--- config.mk ---
export PLATFORM = sky130hd
export DESIGN_NAME = uart_rx_deserializer
export DESIGN_NICKNAME = d
export VERILOG_FILES = /design/src/rtl/uart_rx_deserializer.sv
export SDC_FILE = /design/constraint.sdc
export NUM_CORES = 1
export LEC_CHECK = 0
export ABC_AREA = 1
export BUFFER_PORTS_ARGS = -buffer_cell sky130_fd_sc_hd__buf_4
export CAP_MARGIN = 5
export CORE_ASPECT_RATIO = 0.9
export CORE_MARGIN = 8
export CORE_UTILIZATION = 31
export DETAILED_ROUTE_END_ITERATION = 10
export HOLD_SLACK_MARGIN = 0.03
export PLACE_DENSITY = 0.55
export SYNTH_ARGS = -nofsm -noshare
export SYNTH_HDL_FRONTEND = slang
export SYNTH_SLANG_ARGS = --single-unit
--- constraint.sdc ---
create_clock -name clk -period 2.1 [get_ports clk]
set_clock_uncertainty 0.05 [all_clocks]
set_input_delay 0.315 -clock clk [delete_from_list [all_inputs] [get_ports clk]]
set_output_delay 0.315 -clock clk [all_outputs]
set_load 0.01 [all_outputs]
--- src/rtl/uart_rx_deserializer.sv ---
// uart_rx_deserializer: oversampling UART receiver, LSB-first data, optional parity, stop check.
// Define UART_RX_MAJORITY_EN to decide every bit by 2-of-3 majority around mid-bit.
module uart_rx_deserializer #(
    parameter int WIDTH    = 8,
    parameter int PRESCALE = 8
) (
    input  logic             clk,
    input  logic             rst,
    input  logic             RX_IN,
    input  logic             PAR_EN,
    input  logic             PAR_TYP,
    output logic [WIDTH-1:0] P_DATA,
    output logic             data_valid,
    output logic             parity_error,
    output logic             stop_error,
    output logic             Busy
);
    localparam int EW = $clog2(PRESCALE);
    localparam int BW = $clog2(WIDTH + 1);
`ifdef UART_RX_MAJORITY_EN
    localparam logic [EW-1:0] DECIDE = EW'(PRESCALE / 2);
`else
    localparam logic [EW-1:0] DECIDE = EW'(PRESCALE / 2 - 1);
`endif
    localparam logic [EW-1:0] LAST     = EW'(PRESCALE - 1);
    localparam logic [BW-1:0] LAST_BIT = BW'(WIDTH - 1);

    typedef enum logic [2:0] {IDLE, START, DATA, PARITY, STOP} state_t;

    state_t           state, state_nxt;
    logic             rx_meta, rx_s, rx_prev;
    logic [EW-1:0]    edge_cnt;
    logic [BW-1:0]    bit_cnt;
    logic [WIDTH-1:0] shift_reg;
    logic             par_en_q, par_typ_q, par_err;
    logic             smp, wrap, bit_val;

`ifdef UART_RX_MAJORITY_EN
    logic [1:0] maj_q;
    // capture the two samples that precede the decision point
    always_ff @(posedge clk or negedge rst) begin
        if (!rst) begin
            maj_q <= 2'b11;
        end else begin
            if (edge_cnt == EW'(PRESCALE / 2 - 2)) maj_q[0] <= rx_s;
            if (edge_cnt == EW'(PRESCALE / 2 - 1)) maj_q[1] <= rx_s;
        end
    end
    assign bit_val = (maj_q[0] & maj_q[1]) | (maj_q[0] & rx_s) | (maj_q[1] & rx_s);
`else
    assign bit_val = rx_s;
`endif

    assign Busy = state != IDLE;

    // two-flop synchroniser plus a delayed copy so IDLE only reacts to a real falling edge
    always_ff @(posedge clk or negedge rst) begin
        if (!rst) {rx_meta, rx_s, rx_prev} <= 3'b111;
        else      {rx_meta, rx_s, rx_prev} <= {RX_IN, rx_meta, rx_s};
    end

    // state register
    always_ff @(posedge clk or negedge rst) begin
        if (!rst) state <= IDLE;
        else      state <= state_nxt;
    end

    // next-state logic; STOP leaves at the decision point so the next start edge is caught
    always_comb begin
        smp       = (state != IDLE) && (edge_cnt == DECIDE);
        wrap      = edge_cnt == LAST;
        state_nxt = state;
        case (state)
            IDLE:    state_nxt = (rx_prev && !rx_s) ? START : IDLE;
            START:   state_nxt = (smp && bit_val) ? IDLE : wrap ? DATA : START;
            DATA:    state_nxt = !(wrap && bit_cnt == LAST_BIT) ? DATA : par_en_q ? PARITY : STOP;
            PARITY:  state_nxt = wrap ? STOP : PARITY;
            STOP:    state_nxt = smp ? IDLE : STOP;
            default: state_nxt = IDLE;
        endcase
    end

    // counters, shift register, parity check and the single result pulse after the stop sample
    always_ff @(posedge clk or negedge rst) begin
        if (!rst) begin
            edge_cnt     <= '0;
            bit_cnt      <= '0;
            shift_reg    <= '0;
            par_en_q     <= 1'b0;
            par_typ_q    <= 1'b0;
            par_err      <= 1'b0;
            P_DATA       <= '0;
            data_valid   <= 1'b0;
            parity_error <= 1'b0;
            stop_error   <= 1'b0;
        end else begin
            data_valid   <= 1'b0;
            parity_error <= 1'b0;
            stop_error   <= 1'b0;
            edge_cnt     <= (state == IDLE || wrap) ? '0 : edge_cnt + 1'b1;
            if (state == IDLE) begin
                bit_cnt   <= '0;
                par_err   <= 1'b0;
                par_en_q  <= PAR_EN;
                par_typ_q <= PAR_TYP;
            end
            if (state == DATA && smp) shift_reg <= {bit_val, shift_reg[WIDTH-1:1]};
            if (state == DATA && wrap) bit_cnt <= bit_cnt + 1'b1;
            if (state == PARITY && smp) par_err <= bit_val != (^shift_reg ^ par_typ_q);
            if (state == STOP && smp) begin
                stop_error   <= !bit_val;
                parity_error <= bit_val && par_err;
                data_valid   <= bit_val && !par_err;
                if (bit_val && !par_err) P_DATA <= shift_reg;
            end
        end
    end
endmodule

==> After elaboration in Yosys (flattened, before gate mapping) <==
Cells that the tools add are included.
{ "totals": {"regBits": 35, "latch_bits": 0, "mem_bits_rw": 0, "rom_bits": 0, "in_bits": 5, "output_inout_bits": 12, "elab_cells": 60, "memories": 0} }
{ "classes": {"n_addsub": 2, "multipliers": 0, "div": 0, "magnitude_cmp": 0, "eq_ne": 8, "n_shift": 0, "n_mux": 16, "bitwise": 1, "reduce_logical": 19} }
{ "op_table": {"columns": ["cell", "count"], "rows": [
  ["$mux 3", 5],
  ["$pmux 3 s5", 1],
  ["$logic_and 1x1->1", 10],
  ["$eq 3x2->1 const B", 3],
  ["$mux 4", 2],
  ["$reduce_xor 8->1", 1],
  ["$eq 3x3->1 const B", 2],
  ["$mux 1", 6],
  ["$add 4x1->4 const B", 1],
  ["$eq 4x3->1 const B", 1],
  ["$mux 2", 2],
  ["$reduce_bool 2->1", 2],
  ["$add 3x1->3 const B", 1],
  ["$eq 3x1->1 const B", 1],
  ["$logic_not 3->1", 1],
  ["$reduce_bool 3->1", 1],
  ["$logic_not 1->1", 2],
  ["$reduce_and 2->1", 1],
  ["$logic_or 1x1->1", 1],
  ["$ne 1x1->1", 1],
  ["$xor 1x1->1", 1]
]} }

==> Longest topological paths before layout <==
Gate-level depths: netlist of run 1.
{ "logic_depth": {"depth_word": 5, "ltp_mapped": 10, "mapped_depth_nobuf": 10} }

==> Worst setup path before layout of run 1 <==
Ideal clock, no wire load.
{ "synth_timing": {"path_kind": "register to register", "startpoint": "reg edge_cnt[0]", "endpoint": "reg P_DATA[2]", "setup_ns": 0.123, "arrival_time_ns": 1.267, "t_required_ns": 1.927, "path_slack_ns": 0.660, "path_stages_with_launch": 7, "n_path_buf": 1, "period_less_slack_ns": 1.440, "path_cell_list": "dfrtp_1 -> ha_1 -> ha_1 -> nand2_2 -> nor3_4 -> buf_6 -> a21oi_1"} }
{ "synth_via": {"elab_chain_len": 4} }
{ "synth_lines": {"columns": ["element", "line_no", "source"], "rows": [
  ["from (decl)", "32", "logic [EW-1:0] edge_cnt;"],
  ["from (signal assigned)", "100", "edge_cnt <= (state == IDLE || wrap) ? '0 : edge_cnt + 1'b1;"],
  ["$eq 3x2->1", "70", "smp = (state != IDLE) && (edge_cnt == DECIDE);"],
  ["$logic_and 1x1->1", "70", null],
  ["$logic_and 1x1->1", "110", "if (state == STOP && smp) begin"],
  ["$reduce_and 2->1 (no source line)", null, null],
  ["to (signal assigned)", "114", "if (bit_val && !par_err) P_DATA <= shift_reg;"],
  ["to (decl)", "12", "output logic [WIDTH-1:0] P_DATA,"]
]} }
Every way passes these cells.
A chain may end at the register's enable or synchronous reset.

==> Worst setup path after layout of run 1 <==
{ "layout_timing": {"startpoint": "reg edge_cnt[0]", "endpoint": "reg P_DATA[3]"} }
The elaborated chain is that of the path after synthesis.

==> results of run 1 <==
path summary, 6_finish.rpt:
path / to / slack (ns) / startpoint
setup / recovery: P_DATA[3]$_DFFE_PN0P_ / 0.44 / edge_cnt[0]$_DFF_PN0_
hold / removal: rx_meta$_DFF_PN1_ / 0.09 / RX_IN
setup reg to reg: P_DATA[3]$_DFFE_PN0P_ / 0.44 / edge_cnt[0]$_DFF_PN0_
hold reg to reg: bit_val$_DFF_PN1_ / 0.31 / rx_meta$_DFF_PN1_
max in group asynchronous: bit_val$_DFF_PN1_ / 1.18 / rst
min in group asynchronous: shift_reg[3]$_DFFE_PN0P_ / 0.48 / rst
area by class of cell:
class | count | area [um^2] | share of cell area (%)
inverter | 23 | 86.33 | 4.625
sequential | 35 | 879.6 | 47.12
clock buffer | 6 | 72.57 | 3.887
multi-input combinational | 116 | 589.3 | 31.57
timing repair buffer | 19 | 145.1 | 7.775
tap | 65 | 81.33 | 4.357
clock inverter | 2 | 12.51 | 0.6702
layout by cell type, fill, tap and decap left out:
cell,netlist,final
nand2_1,44,44
dfrtp_1,32,32
inv_1,20,20
nor2_1,19,19
buf_4,0,18
nand3_1,13,13
o21ai_1,13,13
a21oi_1,6,6
clkbuf_8,0,5
ha_1,4,4
inv_2,3,3
xor2_1,3,3
dfstp_2,3,3
nor3_2,2,2
o211ai_1,2,2
nand2_2,2,2
xnor2_1,2,2
nor3_1,1,1
nand4_1,1,1
nor3_4,1,1
mux2_1,1,1
o21ai_0,1,1
o31ai_1,1,1
clkbuf_1,0,1
clkinv_2,0,1
clkinvlp_4,0,1
dlygate4sd3_1,0,1
worst register-to-register path, stage by stage (launching register included):
cell	delay (ns)
dfrtp_1	0.35
ha_1	0.17
ha_1	0.23
nand2_2	0.11
nor3_4	0.47
nor2_1	0.09
a21oi_1	0.13
logic make-up (layout without fill, tap and decap cells):
kind of cell    count (synthesis)  count (layout)  share of synthesized area [%]
fa+ha+maj                       4               4                          3.185
flops                          35              35                          55.97
compound gates                 23              23                          7.802
mux                             1               1                         0.7165
xor+xnor                        5               5                          2.787
simple gates                   83              83                          23.01
buf+inv                        25              50                          6.528
routing by layer:
| layer | part of all wire (%) | track usage (%) | vias to the layer above | wire length [um] |
|---|---|---|---|---|
| met1 | 52 | 10.55 | 512 | 1486 |
| met5 | 0 | 0 | - | 0 |
| met4 | 2.5 | 4.903 | 0 | 70 |
| met3 | 3.7 | 2.698 | 6 | 106 |
| li1 | - | - | 607 | - |
| met2 | 41 | 11.13 | 18 | 1170 |
through the flow:
step / setup slack, ns / utilization, % / std cells
after CTS: 0.3848 / 38.37 / 266
after floorplan: 0.6604 / - / 176
after global placement: 0.4713 / 36.42 / 257
after detailed placement: 0.3853 / 36.42 / 257
final: 0.4411 / 38.37 / 266
after global routing: 0.2097 / 38.37 / 266
what timing repair did:
action / in CTS / in global routing
setup endpoints to repair: 0 / 0
hold buffers: 1 / 0
hold endpoints to repair: 32 / 0
report_power, final:
part	switching (mW)	internal, mW
clock	0.237	0.231
combinational	0.288	0.170
sequential	0.0725	0.768
==> reports/results.ini, run 1 <==
[die]
rows=24
core_mm2=0.004865
die_area_mm2=0.007607
dieHeight_um=83.55
start_util_pct=32.30
die_width_um=91.05
io_pins=17

[synth]
synth-async-reset-ratio_pct=100.0
syn_nets=185
synth_cell_type_count=23
synth_enable_flop_cells=0
synth_top_area_share_pct=50.96
yosys_warnings=0
syn_inst=176
ys_ff_latch=35
yosysMostFrequentCell=nand2_1
synthFlopType=dfrtp_1
synth_top_cell_by_area=dfrtp_1
synth_area_leaders=dfrtp_1 51%, nand2_1 11%, dfstp_2 5.0%
synthTopCellsByCount=44 x nand2_1, 32 x dfrtp_1, 20 x inv_1
ys_seq_area_share_pct=55.97
synth_area_mm2=0.001572
postSynthAreaPerCell_um2=8.929

[critical_path]
crit_top_cell=ha_1
crit_type=reg -> reg
endpoint_kind=flop
critPathMaxFanout=17
cp_num_buf_inv=0
crit_required_ns=2.27
worst-endpoint-arrival_ns=1.83
crit_cells=6
slowest_stage=nor3_4
r2r_cells=6
startpoint_type=flop
cp_cell_sequence=ha_1, ha_1, nand2_2, nor3_4, nor2_1, a21oi_1
slowest_delay_ns=0.47
critical-path-top-delay-family=simple AND/OR/NAND/NOR gates

[clock_tree]
numCtsBuffers=5
cts_max_level=2
cts_tree=built
root_buffer=clkbuf_8
cts_resized=0
clk-insertion-delay-late_ns=0.29
path_clk_slew_ns=0.07
clock-sinks=35
cts_buffer_depth=2
cts_setup_buffers=0

[grt]
first_global_vias=1067
grtUsageTotal_pct=8.077
grt_max_degree=36
antenna_found_initial=0
grt_pass1_wl_mm=5.002
grt-ovfl-total=0

[route]
drcViolationCount=0
vias=1143
viasPerCell=4.297
wl_per_cell_um=10.65
wl_mm=2.832
drt_iter0_markers=83
firstDrtPassIters=4
drtAntennaViolNets=0

[placed_design]
place_area_mm2=0.001772
dpl.hpwl_mm=2.095
portBuffers=16
routabilityCongestion=0.7845

[layout]
nets=209
final_area_mm2=0.001867
antennaDiodeCount=0
layout-drive-gt1-share_pct=17.91
syn2layout_area_growth_pct=18.79
fillCellCount=506

[sta]
finalSetupViolCount=0
finalCritPeriodShare_pct=79.00
hold_violations=0
fin_crit_ns=1.659
max_freq_mhz=602.8
tns_ns=0
finalMaxSlewViolations=0
max_slew_margin_pct=60.78
worst_pin_slew_ns=0.5864
rsz0062_at_grt=false
fin_hold_ws_ns=0.08897

[pwr]
p_total_mw=1.766
cellPowerDensity_mw_per_mm2=945.8
p_leak_nw=0.9291
vdd_drop_max_mv=0.2872

[worst_hold_path]
hold_path.class=in -> reg
whs_path_depth=1

[run_status]
outcome=complete, no violations

[flow_run]
cap_violations=0

(Power assumes the default switching activity.)
==> run 2: changes to the inputs <==
PLACE_DENSITY = 0.56   (was 0.55)
clock period = 1.4 ns   (was 2.1 ns; I/O delays follow)
==> reports/results.ini, run 2 (synthesized netlist as in run 1, its figures left out) <==
[placed_design]
routabilityCongestion=0.7908  ; +0.80%
dpl_worst_slack_ns=-0.1062  ; -0.4915 ns
place_area_mm2=0.001832  ; +3.4%
portBuffers=16  ; unchanged
dpl.hpwl_mm=2.080  ; -0.68%

[layout]
final_cell_mix=42 x nand2_1, 30 x dfrtp_1, 25 x buf_4
antennaDiodeCount=0  ; unchanged
fin_util_pct=42.18  ; +3.8 points
syn2layout_area_growth_pct=30.57
nets=219  ; +4.8%
layout-drive-gt1-share_pct=26.07  ; +8.2 points
final_area_mm2=0.002052  ; +9.9%
final_common_cell=nand2_1

[critical_path]
endpoint_kind=flop
worst-endpoint-arrival_ns=1.53  ; -0.30 ns
startpoint_type=flop
crit_type=reg -> reg
critPathMaxFanout=17  ; unchanged
crit_required_ns=1.56  ; -0.71 ns
rrSetupSlack_ns=0.03  ; -0.41 ns

[run_status]
outcome=complete, no violations

[grt]
grt_max_degree=36  ; unchanged
grt_pass1_wl_mm=5.347  ; +6.9%
antenna_found_initial=0  ; unchanged
grt-ovfl-total=0  ; unchanged
grtUsageTotal_pct=8.706  ; +0.63 points
first_global_vias=1175  ; +10%

[sta]
fin_hold_ws_ns=0.08715  ; -0.001821 ns
hold_violations=0  ; unchanged
fin_crit_ns=1.371  ; -0.2884 ns
finalCritPeriodShare_pct=97.89  ; +19 points
finalSetupViolCount=0  ; unchanged
max_slew_margin_pct=70.71  ; +9.9 points
fin_ws_ns=0.02950  ; -0.4116 ns
rsz0062_at_grt=true
finalMaxSlewViolations=0  ; unchanged
worst_pin_slew_ns=0.4393  ; -0.1471 ns
max_freq_mhz=729.7  ; +21%

[clock_tree]
path_clk_slew_ns=0.07  ; about the same
cts_buffer_depth=2  ; unchanged
root_buffer=clkbuf_8
cts_max_level=2  ; unchanged
numCtsBuffers=5  ; unchanged
clk-insertion-delay-late_ns=0.29  ; about the same
clock-sinks=35  ; unchanged
cts_tree=built

[die]
die_area_mm2=0.007607  ; unchanged
core_mm2=0.004865  ; unchanged
dieHeight_um=83.55  ; unchanged
start_util_pct=32.30  ; unchanged
die_width_um=91.05  ; unchanged
rows=24  ; unchanged
io_pins=17  ; unchanged

[route]
wl_met2_mm=1.299  ; +11%
wl_per_cell_um=10.59  ; -0.53%
drtAntennaViolNets=0  ; unchanged
drcViolationCount=0  ; unchanged
vias=1178  ; +3.1%
wl_met3_um=119  ; +12%
viasPerCell=4.268  ; -0.67%
firstDrtPassIters=3  ; -1
wl_mm=2.923  ; +3.2%
dr.max_layer_used=met4
drt_iter0_markers=42  ; -49%
drt-met1-wl_mm=1.432  ; -3.6%

[pwr]
p_leak_nw=1.004  ; +8.0%
p_total_mw=2.925  ; +66%
cellPowerDensity_mw_per_mm2=1425  ; +51%
vdd_drop_max_mv=0.5165  ; +80%

[worst_hold_path]
hold_path.class=in -> reg

[flow_run]
cap_violations=0  ; unchanged

-- run 2: path summary, 6_finish.rpt --
| check | start | end | depth (start not counted) |
|---|---|---|---|
| min in group asynchronous | rst | P_DATA[4]$_DFFE_PN0P_ | 2 |
| max in group asynchronous | rst | rx_meta$_DFF_PN1_ | 2 |
| max | edge_cnt[0]$_DFF_PN0_ | P_DATA[4]$_DFFE_PN0P_ | 7 |
| min | PAR_TYP | par_typ_q$_DFFE_PN0P_ | 3 |
| min reg2reg | rx_meta$_DFF_PN1_ | bit_val$_DFF_PN1_ | 0 |
| max reg2reg | edge_cnt[0]$_DFF_PN0_ | P_DATA[4]$_DFFE_PN0P_ | 7 |
-- run 2: area by class of cell --
cell class | instances | area, um^2
clock buffers | 8 | 100.1
repair buffers | 29 | 239.0
multi-input cells | 116 | 663.1
fillers | 502 | 2813
inverters | 23 | 86.33
well taps | 65 | 81.33
flip-flops and latches | 35 | 882.1
-- run 2: repair_timing --
| item | CTS | global route |
|---|---|---|
| buffers inserted | 1 | 2 |
| pin swaps | 2 | 5 |
| endpoints found under the hold margin | 33 | 0 |
| hold buffers | 2 | 0 |
| endpoints found under the setup margin | 12 | 23 |
| resized for setup | 5 | 12 |
-- run 2: worst max-delay path: stages, from the launching register on --
cell and delay [ns]:
dfrtp_1 0.39, ha_4 0.18, ha_4 0.16, nand2_4 0.06, nor3_4 0.15, buf_12 0.16, nor2_1 0.05, a21oi_1 0.10
-- run 2: through the flow --
step,std cells,TNS (ns)
after floorplan,176,-0.1411
after global placement,263,-0.08798
after detailed placement,263,-0.3615
after CTS,274,-0.004417
after global routing,276,-0.6122
final,276,0
-- run 2: where the power goes --
part           internal [mW]  leakage (nW)  switching [mW]
logic                  0.341         0.488           0.474
registers               1.16         0.465           0.152
clock network          0.449        0.0515           0.352
-- run 2: routing by layer --
metal,track usage [%],vias to the layer above
li1,-,625
met1,10.37,532
met2,12.98,15
met3,3.507,6
met4,4.903,0
met5,0,-
==> run 3: changes to the inputs <==
CORE_ASPECT_RATIO = not set   (was 0.9)
SKIP_CTS_REPAIR_TIMING = 1   (was not set)
==> reports/results.ini, run 3 (synthesized netlist as in run 1, its figures left out) <==
[sta]
finalMaxSlewViolations=0  ; unchanged
fin_hold_ws_ns=0.08036  ; -0.006790 ns
rsz0062_at_grt=true
max_slew_margin_pct=70.40  ; -0.31 points
finalSetupViolCount=1  ; +1
hold_violations=0  ; unchanged
worst_pin_slew_ns=0.4440  ; +0.004722 ns
finalCritPeriodShare_pct=104.1  ; +6.2 points
fin_ws_ns=-0.05746  ; -0.08696 ns
max_freq_mhz=686.1  ; -6.0%
tns_ns=-0.05746  ; -0.05746 ns
fin_crit_ns=1.457  ; +0.08696 ns

[grt]
antenna_found_initial=0  ; unchanged
grt_max_degree=36  ; unchanged
met2_usage_pct=12.77  ; -0.21 points
grt-ovfl-total=0  ; unchanged
grt_busiest_layer=met2
use_met3_pct=2.547  ; -0.96 points
use_met1_pct=10.76  ; +0.39 points
grt_pass1_wl_mm=5.119  ; -4.3%
first_global_vias=1160  ; -1.3%
grtUsageTotal_pct=8.734  ; +0.028 points

[critical_path]
crit_required_ns=1.14  ; -0.42 ns
critical-path-top-delay-family=flip-flops
crit_top_cell=buf_6
endpoint_kind=output pin
crit_type=reg -> out
cp_num_buf_inv=2  ; +1
critPathMaxFanout=6  ; -11
slowest_delay_ns=0.44  ; +0.05 ns
worst-endpoint-arrival_ns=1.20  ; -0.33 ns
slowest_stage=dfrtp_1
startpoint_type=flop
cp_cell_sequence=buf_6, nor2_4, nand2_4, buf_6

[worst_hold_path]
hold_path.class=in -> reg

[route]
drcViolationCount=0  ; unchanged
drtAntennaViolNets=0  ; unchanged
wl_mm=2.936  ; +0.44%
firstDrtPassIters=4  ; +1
viasPerCell=4.167  ; -2.4%
wl_per_cell_um=10.45  ; -1.3%
drt_iter0_markers=48  ; +14%
vias=1171  ; -0.59%

[run_status]
outcome=finished, violations left
violations=setup timing

[layout]
antennaDiodeCount=0  ; unchanged
layout-drive-gt1-share_pct=25.59  ; -0.47 points
final_common_cell=nand2_1
fin_util_pct=40.38  ; -1.8 points
nets=219  ; unchanged
final_cell_mix=42 x nand2_1, 32 x dfrtp_1, 24 x buf_4
syn2layout_area_growth_pct=28.74
fillCellCount=529  ; +5.4%
stdcell_count=281  ; +1.8%
final_area_mm2=0.002023  ; -1.4%

[die]
rows=26  ; +8.3%
die_width_um=87.20  ; -4.2%
core_mm2=0.005010  ; +3.0%
dieHeight_um=87.20  ; +4.4%
start_util_pct=31.37  ; -0.94 points
io_pins=17  ; unchanged
die_area_mm2=0.007604  ; about the same

[clock_tree]
cts_max_level=2  ; unchanged
clock-sinks=35  ; unchanged
path_clk_slew_ns=0.07  ; about the same
cts_buffer_depth=2  ; unchanged
root_buffer=clkbuf_8
numCtsBuffers=5  ; unchanged
clk-insertion-delay-late_ns=0.29  ; about the same
cts_tree=built

[placed_design]
routabilityCongestion=0.7582  ; -4.1%
dpl_worst_slack_ns=-0.06846  ; +0.03777 ns
place_inst=271  ; +3.0%
portBuffers=16  ; unchanged
dpl.hpwl_mm=2.077  ; -0.17%
place_area_mm2=0.001861  ; +1.6%

[pwr]
vdd_drop_max_mv=0.5243  ; +1.5%
p_leak_nw=0.9825  ; -2.1%
cellPowerDensity_mw_per_mm2=1400  ; -1.8%
p_total_mw=2.833  ; -3.2%

[flow_run]
cap_violations=0  ; unchanged

## run 3: cell count changes in the layout (fill, tap and decap cells not counted), sizes merged
cell	change
clkbuf	-2
clkinvlp	+1
clkinv	+1
## run 3: cell type report
type	count	area, um^2	share of cell area [%]
clock buffer	6	72.57	3.587
clock inverter	2	12.51	0.6184
inverter	23	86.33	4.267
multi-input combinational	116	641.9	31.73
sequential	35	879.6	43.48
tap	70	87.58	4.329
timing repair buffer	29	242.7	12.00
## run 3: routing by layer
layer	part of all wire, %	up-vias	wire length [um]
met5	0	-	0
met4	2.9	0	86
met3	3.1	6	91
met2	44	15	1301
met1	50	527	1457
li1	-	623	-
## run 3: path summary, 6_finish.rpt
check	from	to	slack (ns)	depth (start not counted)
max in group asynchronous	rst	rx_meta$_DFF_PN1_	0.59	2
worst min register to register	rx_meta$_DFF_PN1_	bit_val$_DFF_PN1_	0.31	0
worst max register to register	edge_cnt[0]$_DFF_PN0_	P_DATA[4]$_DFFE_PN0P_	0	7
min in group asynchronous	rst	P_DATA[4]$_DFFE_PN0P_	0.35	2
worst min-delay path	PAR_EN	par_en_q$_DFFE_PN0P_	0.08	3
worst max-delay path	state[0]$_DFF_PN0_	Busy	-0.06	4
## run 3: power breakdown
part / total [mW] / internal (mW) / switching [mW]
clock network: 0.708 / 0.347 / 0.360
registers: 1.27 / 1.15 / 0.122
logic: 0.852 / 0.359 / 0.493
## run 3: worst register-to-register path, stage by stage (launching register included)
cell and delay, ns:
dfrtp_1 0.36, ha_2 0.21, ha_4 0.16, nand2_2 0.07, nor3_4 0.15, buf_12 0.17
nor2_1 0.05, a21oi_1 0.11
